### config.mk
export PLATFORM = sky130hd
export DESIGN_NAME = player_motion_flat
export DESIGN_NICKNAME = d
export VERILOG_FILES = /design/src/rtl/player_motion_if.sv /design/src/rtl/player_motion.sv /design/src/flat_wrapper.sv
export SDC_FILE = /design/constraint.sdc
export NUM_CORES = 1
export LEC_CHECK = 0
export ABC_CLOCK_PERIOD_IN_PS = 12200
export BUFFER_PORTS_ARGS = -buffer_cell sky130_fd_sc_hd__buf_2
export CAP_MARGIN = 0
export CORE_UTILIZATION = 50
export CTS_BUF_LIST = sky130_fd_sc_hd__clkbuf_16
export CTS_CLUSTER_SIZE = 8
export DETAILED_ROUTE_END_ITERATION = 8
export HOLD_SLACK_MARGIN = 0.12
export PLACE_DENSITY = 0.68
export SYNTH_ARGS = -nofsm -noshare
export SYNTH_HDL_FRONTEND = slang
export SYNTH_SLANG_ARGS = --single-unit
### constraint.sdc
create_clock -name Clk -period 12.2 [get_ports Clk]
set_clock_uncertainty 0.1 [all_clocks]
set_input_delay 1.22 -clock Clk [delete_from_list [all_inputs] [get_ports Clk]]
set_output_delay 1.22 -clock Clk [all_outputs]
set_load 0.05 [all_outputs]
### src/rtl/player_motion_if.sv
// rtl/player_motion_if.sv - frame trigger, keycode, wall coordinates and player status bundle
interface player_motion_if;
  logic       frame_clk;
  logic [7:0] keycode;
  logic [9:0] X1, X2, X3, X4;
  logic [9:0] Y1, Y2, Y3, Y4;
  logic [9:0] PlayerX, PlayerY;
  logic [3:0] hit_wall;
  logic       blocked;
  logic       done;
  logic       busy;

  // Stimulus / game side: drives frame trigger, keycode and walls, observes the player.
  modport master (
    output frame_clk, keycode, X1, X2, X3, X4, Y1, Y2, Y3, Y4,
    input  PlayerX, PlayerY, hit_wall, blocked, done, busy
  );

  // Motion block side.
  modport slave (
    input  frame_clk, keycode, X1, X2, X3, X4, Y1, Y2, Y3, Y4,
    output PlayerX, PlayerY, hit_wall, blocked, done, busy
  );
endinterface

### src/rtl/player_motion.sv
// rtl/player_motion.sv - per-frame player step with screen-edge clamp and four-wall collision test
module player_motion #(
  parameter logic [9:0] PLAYER_SIZE = 10'd16,
  parameter logic [9:0] STEP        = 10'd2,
  parameter logic [9:0] X_START     = 10'd320,
  parameter logic [9:0] Y_START     = 10'd240,
  parameter logic [9:0] X_MAX       = 10'd639,
  parameter logic [9:0] Y_MAX       = 10'd479,
  parameter logic [9:0] HOR_W       = 10'd64,
  parameter logic [9:0] HOR_H       = 10'd32,
  parameter logic [9:0] VERT_W      = 10'd32,
  parameter logic [9:0] VERT_H      = 10'd64
) (
  input  logic           Clk,
  input  logic           Reset,
  player_motion_if.slave pm
);
  localparam logic [7:0] KEY_W = 8'h1A;
  localparam logic [7:0] KEY_A = 8'h04;
  localparam logic [7:0] KEY_S = 8'h16;
  localparam logic [7:0] KEY_D = 8'h07;

  typedef enum logic [1:0] {IDLE, CALC, CHECK, UPDATE} state_t;

  state_t          state;
  state_t          state_next;
  logic            frame_prev;
  logic            frame_rise;
  logic [3:0][9:0] snap_x;
  logic [3:0][9:0] snap_y;
  logic [7:0]      snap_key;
  logic [9:0]      cx;
  logic [9:0]      cy;
  logic [9:0]      cx_next;
  logic [9:0]      cy_next;
  logic [1:0]      idx;
  logic [3:0]      hit;
  logic [9:0]      player_x;
  logic [9:0]      player_y;
  logic [3:0]      hit_wall_q;
  logic            blocked_q;
  logic [10:0]     x_right;
  logic [10:0]     y_down;
  logic [10:0]     wall_x;
  logic [10:0]     wall_y;
  logic [10:0]     wall_w;
  logic [10:0]     wall_h;
  logic [10:0]     cand_x;
  logic [10:0]     cand_y;
  logic            overlap;

  // Only a low-to-high transition of the vsync pulse starts an update.
  assign frame_rise = pm.frame_clk & ~frame_prev;

  // Forward-step positions are 11 bits wide so the right/bottom edge test cannot wrap.
  assign x_right = {1'b0, player_x} + {1'b0, STEP};
  assign y_down  = {1'b0, player_y} + {1'b0, STEP};

  // Candidate position: one step along the keyed axis, held on that axis if it would leave the screen.
  always_comb begin
    cx_next = player_x;
    cy_next = player_y;
    case (snap_key)
      KEY_W: if (player_y >= STEP) cy_next = player_y - STEP;
      KEY_S: if (y_down + {1'b0, PLAYER_SIZE} - 11'd1 <= {1'b0, Y_MAX}) cy_next = y_down[9:0];
      KEY_A: if (player_x >= STEP) cx_next = player_x - STEP;
      KEY_D: if (x_right + {1'b0, PLAYER_SIZE} - 11'd1 <= {1'b0, X_MAX}) cx_next = x_right[9:0];
      default: ;
    endcase
  end

  // Inclusive box overlap between the candidate and the wall selected by idx; odd idx are the vertical walls.
  always_comb begin
    wall_x  = {1'b0, snap_x[idx]};
    wall_y  = {1'b0, snap_y[idx]};
    wall_w  = idx[0] ? {1'b0, VERT_W} : {1'b0, HOR_W};
    wall_h  = idx[0] ? {1'b0, VERT_H} : {1'b0, HOR_H};
    cand_x  = {1'b0, cx};
    cand_y  = {1'b0, cy};
    overlap = (cand_x <= wall_x + wall_w) &&
              (cand_x + {1'b0, PLAYER_SIZE} - 11'd1 >= wall_x) &&
              (cand_y <= wall_y + wall_h) &&
              (cand_y + {1'b0, PLAYER_SIZE} - 11'd1 >= wall_y);
  end

  // State register.
  always_ff @(posedge Clk or posedge Reset) begin
    if (Reset) state <= IDLE;
    else       state <= state_next;
  end

  // Next-state logic: CHECK walks idx 0..3, so it lasts exactly four cycles.
  always_comb begin
    state_next = state;
    case (state)
      IDLE:    if (frame_rise) state_next = CALC;
      CALC:    state_next = CHECK;
      CHECK:   if (idx == 2'd3) state_next = UPDATE;
      UPDATE:  state_next = IDLE;
      default: state_next = IDLE;
    endcase
  end

  // Datapath: snapshot, candidate, per-wall hit collection and commit.
  always_ff @(posedge Clk or posedge Reset) begin
    if (Reset) begin
      frame_prev <= 1'b0;
      snap_x     <= '0;
      snap_y     <= '0;
      snap_key   <= 8'h00;
      cx         <= 10'd0;
      cy         <= 10'd0;
      idx        <= 2'd0;
      hit        <= 4'd0;
      player_x   <= X_START;
      player_y   <= Y_START;
      hit_wall_q <= 4'd0;
      blocked_q  <= 1'b0;
    end else begin
      frame_prev <= pm.frame_clk;
      case (state)
        IDLE: begin
          if (frame_rise) begin
            snap_x   <= {pm.X4, pm.X3, pm.X2, pm.X1};
            snap_y   <= {pm.Y4, pm.Y3, pm.Y2, pm.Y1};
            snap_key <= pm.keycode;
          end
        end
        CALC: begin
          cx  <= cx_next;
          cy  <= cy_next;
          idx <= 2'd0;
          hit <= 4'd0;
        end
        CHECK: begin
          hit[idx] <= overlap;
          idx      <= idx + 2'd1;
        end
        UPDATE: begin
          hit_wall_q <= hit;
          blocked_q  <= |hit;
          if (~|hit) begin
            player_x <= cx;
            player_y <= cy;
          end
        end
        default: ;
      endcase
    end
  end

  // Outputs: done marks the commit cycle, busy covers every non-idle state.
  always_comb begin
    pm.done     = (state == UPDATE);
    pm.busy     = (state != IDLE);
    pm.PlayerX  = player_x;
    pm.PlayerY  = player_y;
    pm.hit_wall = hit_wall_q;
    pm.blocked  = blocked_q;
  end
endmodule

### src/flat_wrapper.sv
// flat-port wrapper written by rule: the top's interface ports become plain ports
module player_motion_flat 
#(
  parameter logic [9:0] PLAYER_SIZE = 10'd16,
  parameter logic [9:0] STEP        = 10'd2,
  parameter logic [9:0] X_START     = 10'd320,
  parameter logic [9:0] Y_START     = 10'd240,
  parameter logic [9:0] X_MAX       = 10'd639,
  parameter logic [9:0] Y_MAX       = 10'd479,
  parameter logic [9:0] HOR_W       = 10'd64,
  parameter logic [9:0] HOR_H       = 10'd32,
  parameter logic [9:0] VERT_W      = 10'd32,
  parameter logic [9:0] VERT_H      = 10'd64
)
  (Clk, Reset, pm_frame_clk, pm_keycode, pm_X1, pm_X2, pm_X3, pm_X4, pm_Y1, pm_Y2, pm_Y3, pm_Y4, pm_PlayerX, pm_PlayerY, pm_hit_wall, pm_blocked, pm_done, pm_busy);
  player_motion_if pm_i ();
  input  logic Clk;
  input  logic Reset;
  input wire logic [$bits(pm_i.frame_clk)-1:0] pm_frame_clk;
  input wire logic [$bits(pm_i.keycode)-1:0] pm_keycode;
  input wire logic [$bits(pm_i.X1)-1:0] pm_X1;
  input wire logic [$bits(pm_i.X2)-1:0] pm_X2;
  input wire logic [$bits(pm_i.X3)-1:0] pm_X3;
  input wire logic [$bits(pm_i.X4)-1:0] pm_X4;
  input wire logic [$bits(pm_i.Y1)-1:0] pm_Y1;
  input wire logic [$bits(pm_i.Y2)-1:0] pm_Y2;
  input wire logic [$bits(pm_i.Y3)-1:0] pm_Y3;
  input wire logic [$bits(pm_i.Y4)-1:0] pm_Y4;
  output wire logic [$bits(pm_i.PlayerX)-1:0] pm_PlayerX;
  output wire logic [$bits(pm_i.PlayerY)-1:0] pm_PlayerY;
  output wire logic [$bits(pm_i.hit_wall)-1:0] pm_hit_wall;
  output wire logic [$bits(pm_i.blocked)-1:0] pm_blocked;
  output wire logic [$bits(pm_i.done)-1:0] pm_done;
  output wire logic [$bits(pm_i.busy)-1:0] pm_busy;
  assign pm_i.frame_clk = pm_frame_clk;
  assign pm_i.keycode = pm_keycode;
  assign pm_i.X1 = pm_X1;
  assign pm_i.X2 = pm_X2;
  assign pm_i.X3 = pm_X3;
  assign pm_i.X4 = pm_X4;
  assign pm_i.Y1 = pm_Y1;
  assign pm_i.Y2 = pm_Y2;
  assign pm_i.Y3 = pm_Y3;
  assign pm_i.Y4 = pm_Y4;
  assign pm_PlayerX = pm_i.PlayerX;
  assign pm_PlayerY = pm_i.PlayerY;
  assign pm_hit_wall = pm_i.hit_wall;
  assign pm_blocked = pm_i.blocked;
  assign pm_done = pm_i.done;
  assign pm_busy = pm_i.busy;
  player_motion #(.PLAYER_SIZE(PLAYER_SIZE), .STEP(STEP), .X_START(X_START), .Y_START(Y_START), .X_MAX(X_MAX), .Y_MAX(Y_MAX), .HOR_W(HOR_W), .HOR_H(HOR_H), .VERT_W(VERT_W), .VERT_H(VERT_H)) u_core (.Clk(Clk), .Reset(Reset), .pm(pm_i));
endmodule
==> impl_metrics.json <==
{
  "vias_per_cell": 5.90,
  "yosysSeqAreaShare_pct": 38.9,
  "die_h_um": 137,
  "min_path_type": "reg -> reg",
  "tightest_slew_ps": 1030,
  "hold_viol_final": 0,
  "slew_headroom_pct": 31.1,
  "power_density_mw_per_mm2": 254,
  "antenna_cells": 0,
  "cts_root_buffer": "clkbuf_16",
  "max_stage_delay_ps": 900,
  "fmaxAchievable_mhz": 247,
  "portBuffers": 117,
  "regToRegSetupSlack_ps": 8160,
  "layout_commonest_cell": "dfrtp_1",
  "critPathArrivalTime_ps": 4300,
  "finalPower_uw": 2650,
  "synth.distinct_cells": 81,
  "slew_violations": 0,
  "drc": 0,
  "layout_common_cells": "dfrtp_1, buf_2, mux2_2, ha_1, nand2_1",
  "cts_tree": "done",
  "gr-usage-all-layers_pct": 23.4,
  "drive_above_1_share_pct": 31.1,
  "place_area_mm2": 0.00987,
  "synthTopCellsByArea": "dfrtp_1, mux2_2, ha_1",
  "worstHoldStart": "u_core.pm.blocked$_DFFE_PP0P_",
  "cp_top_family": "compound AO/OA/AOI/OAI gates",
  "syn_nets": 1016,
  "ant_nets": 0,
  "synth_area_mm2": 0.00915,
  "yosysWarnings": 0,
  "worst_setup_path_start_kind": "register",
  "crit_top_cell": "ha_1",
  "grt_pass1_vias": 6861,
  "insertion_delay_ps": 420,
  "synth_largest_area_cell": "dfrtp_1",
  "drtPass1Iterations": 7,
  "critPathCaptureType": "register",
  "slowest_stage": "dfrtp_2",
  "gp_congestion": 0.881,
  "synthArstFlopShare_pct": 100,
  "reg2reg_depth": 11,
  "cts_setup_buffers": 0,
  "coreArea_mm2": 0.0180,
  "cts-resized-gates": 0,
  "setup_violations": 0,
  "holdPathEnd": "u_core.pm.blocked$_DFFE_PP0P_",
  "period_needed_ps": 4040,
  "crit_required_ps": 12450,
  "status": "finished clean",
  "clk_path_buf_depth": 2,
  "reg2reg_to": "u_core.hit[1]$_DFFE_PP0P_",
  "final_nets": 1113,
  "final_util_pct": 58.1,
  "wl_met1_um": 10000,
  "whs_path_depth": 2,
  "syn_inst": 859,
  "cts_hold_buf": 0,
  "grt_start_max_net_pins": 84,
  "area_delta_synth_final_pct": 14.1,
  "pre_cts_ws_ps": 8150,
  "clock_sinks": 142,
  "wl_um": 20600,
  "vdd_drop_max_mv": 0.145,
  "crit_chain": "mux4_2 > ha_1 > fa_1 > inv_1 > ha_1 > nand3_1 > o21bai_1 > a21oi_1 > a211o_1 > a211oi_1 > a32o_1",
  "synth_ff_type": "dfrtp_1",
  "met2_length_um": 9090,
  "r2r_start": "u_core.idx[0]$_DFFE_PP0P_",
  "top_layer_used": "met4",
  "layout_setup_ws_ps": 8160,
  "io_pins": 118,
  "dr_total_vias": 7064,
  "synth_edf_count": 0,
  "p_leak_uw": 0.00468,
  "die_w_um": 137,
  "grt_first_pass_wirelength_um": 34100,
  "detailed_place_hpwl_um": 14600,
  "cp.buffers_inverters": 1,
  "antenna_found_initial": 0,
  "syn_avg_cell_area_um2": 10.7,
  "final_area_mm2": 0.0104,
  "tns_ps": 0,
  "drv_cap": 0,
  "detail_route.wl_per_cell_um": 17.2,
  "period_share_pct": 33.1,
  "placementRows": 49,
  "rsz0062_at_grt": "false",
  "ys_ff_latch": 142,
  "gr-total-overflow": 0,
  "crit_path_max_fanout": 27,
  "die-area_mm2": 0.0188,
  "synth.top_cell.area_share_pct": 37.2,
  "path_class": "reg -> reg",
  "wl_met3_um": 1130,
  "dr.first_iter.drc_count": 461,
  "cts.reportedPaths.clkPinSlew_ps": 60,
  "initial_utilization_pct": 50.9,
  "htree_levels": 4,
  "cts-buffers-inserted": 17
}
cell usage after synthesis, types with 9 or more instances:
master	instances
a21oi_1	21
a31oi_1	9
and3_1	9
clkbuf_1	24
dfrtp_1	136
ha_1	64
inv_1	47
mux2_2	103
mux4_2	21
nand2_1	51
nand2b_1	10
nand3_1	31
nand4_1	14
nor2_1	48
nor2b_1	9
nor3_1	14
o211ai_1	13
o21ai_0	44
xnor2_1	21
xor2_1	14
kinds of logic (layout without fill, tap and decap cells):
kind of cell    after synthesis  count (layout)  share of synthesized area [%]
fa+ha+maj                    66              66                           9.19
mux                         133             133                           18.9
simple gates                233             233                           13.2
flops                       142             142                           38.9
compound gates              157             157                           12.2
xor+xnor                     35              35                           3.35
buf+inv                      93             203                           4.27
layer usage:
metal,up-vias,track usage (%)
li1,3349,-
met1,3454,34.3
met2,228,34.5
met3,33,4.75
met4,0,7.45
met5,-,0
worst max-delay path by stage:
stage / start / endpoint / depth (start not counted)
4_1_cts: u_core.idx[0]$_DFFE_PP0P_ / u_core.hit[1]$_DFFE_PP0P_ / 11
3_3_place_gp: u_core.idx[0]$_DFFE_PP0P_ / u_core.hit[1]$_DFFE_PP0P_ / 11
6_report: u_core.idx[0]$_DFFE_PP0P_ / u_core.hit[1]$_DFFE_PP0P_ / 11
3_5_place_dp: u_core.idx[0]$_DFFE_PP0P_ / u_core.hit[1]$_DFFE_PP0P_ / 11
5_1_grt: u_core.idx[0]$_DFFE_PP0P_ / u_core.hit[1]$_DFFE_PP0P_ / 14
2_1_floorplan: Reset / u_core.cx[0]$_DFFE_PP0P_ / 1
sequential cells by signal, indices dropped and copies added, names as in the netlist:
signal	cells
u_core.cx	10
u_core.snap_y	40
u_core.idx	2
u_core.pm.PlayerX	10
u_core.cy	10
u_core.hit	4
u_core.pm.PlayerY	10
u_core.snap_key	8
u_core.state	2
u_core.pm.hit_wall	4
u_core.snap_x	40
u_core.pm.blocked	1
u_core.frame_prev	1
cell type report:
cell class	instances	area (um^2)
clock inverter	15	145
inverter	48	185
multi-input combinational	624	5210
timing repair buffer	123	631
tap	229	287
sequential	142	3560
clock buffer	17	425
fill	1580	7520
power by group:
group	internal [uW]	switching [uW]	total, uW	leakage, uW
Sequential	671	200	871	0.00175
Combinational	600	673	1270	0.00265
Clock	300	206	506	0.000288
through the flow:
step                      instances  hold slack [ps]
after floorplan                 859              373
after global placement         1166              371
after detailed placement       1166              383
after CTS                      1198              398
after global routing           1198              417
final                          1198              390
worst register-to-register path: stages, from the launching register on:
cell and delay (ps):
dfrtp_2 900, mux4_2 650, ha_1 230, fa_1 480
inv_1 40, ha_1 280, nand3_1 100, o21bai_1 110
a21oi_1 90, a211o_1 270, a211oi_1 460, a32o_1 260
Power figures use the tool's default switching activity.
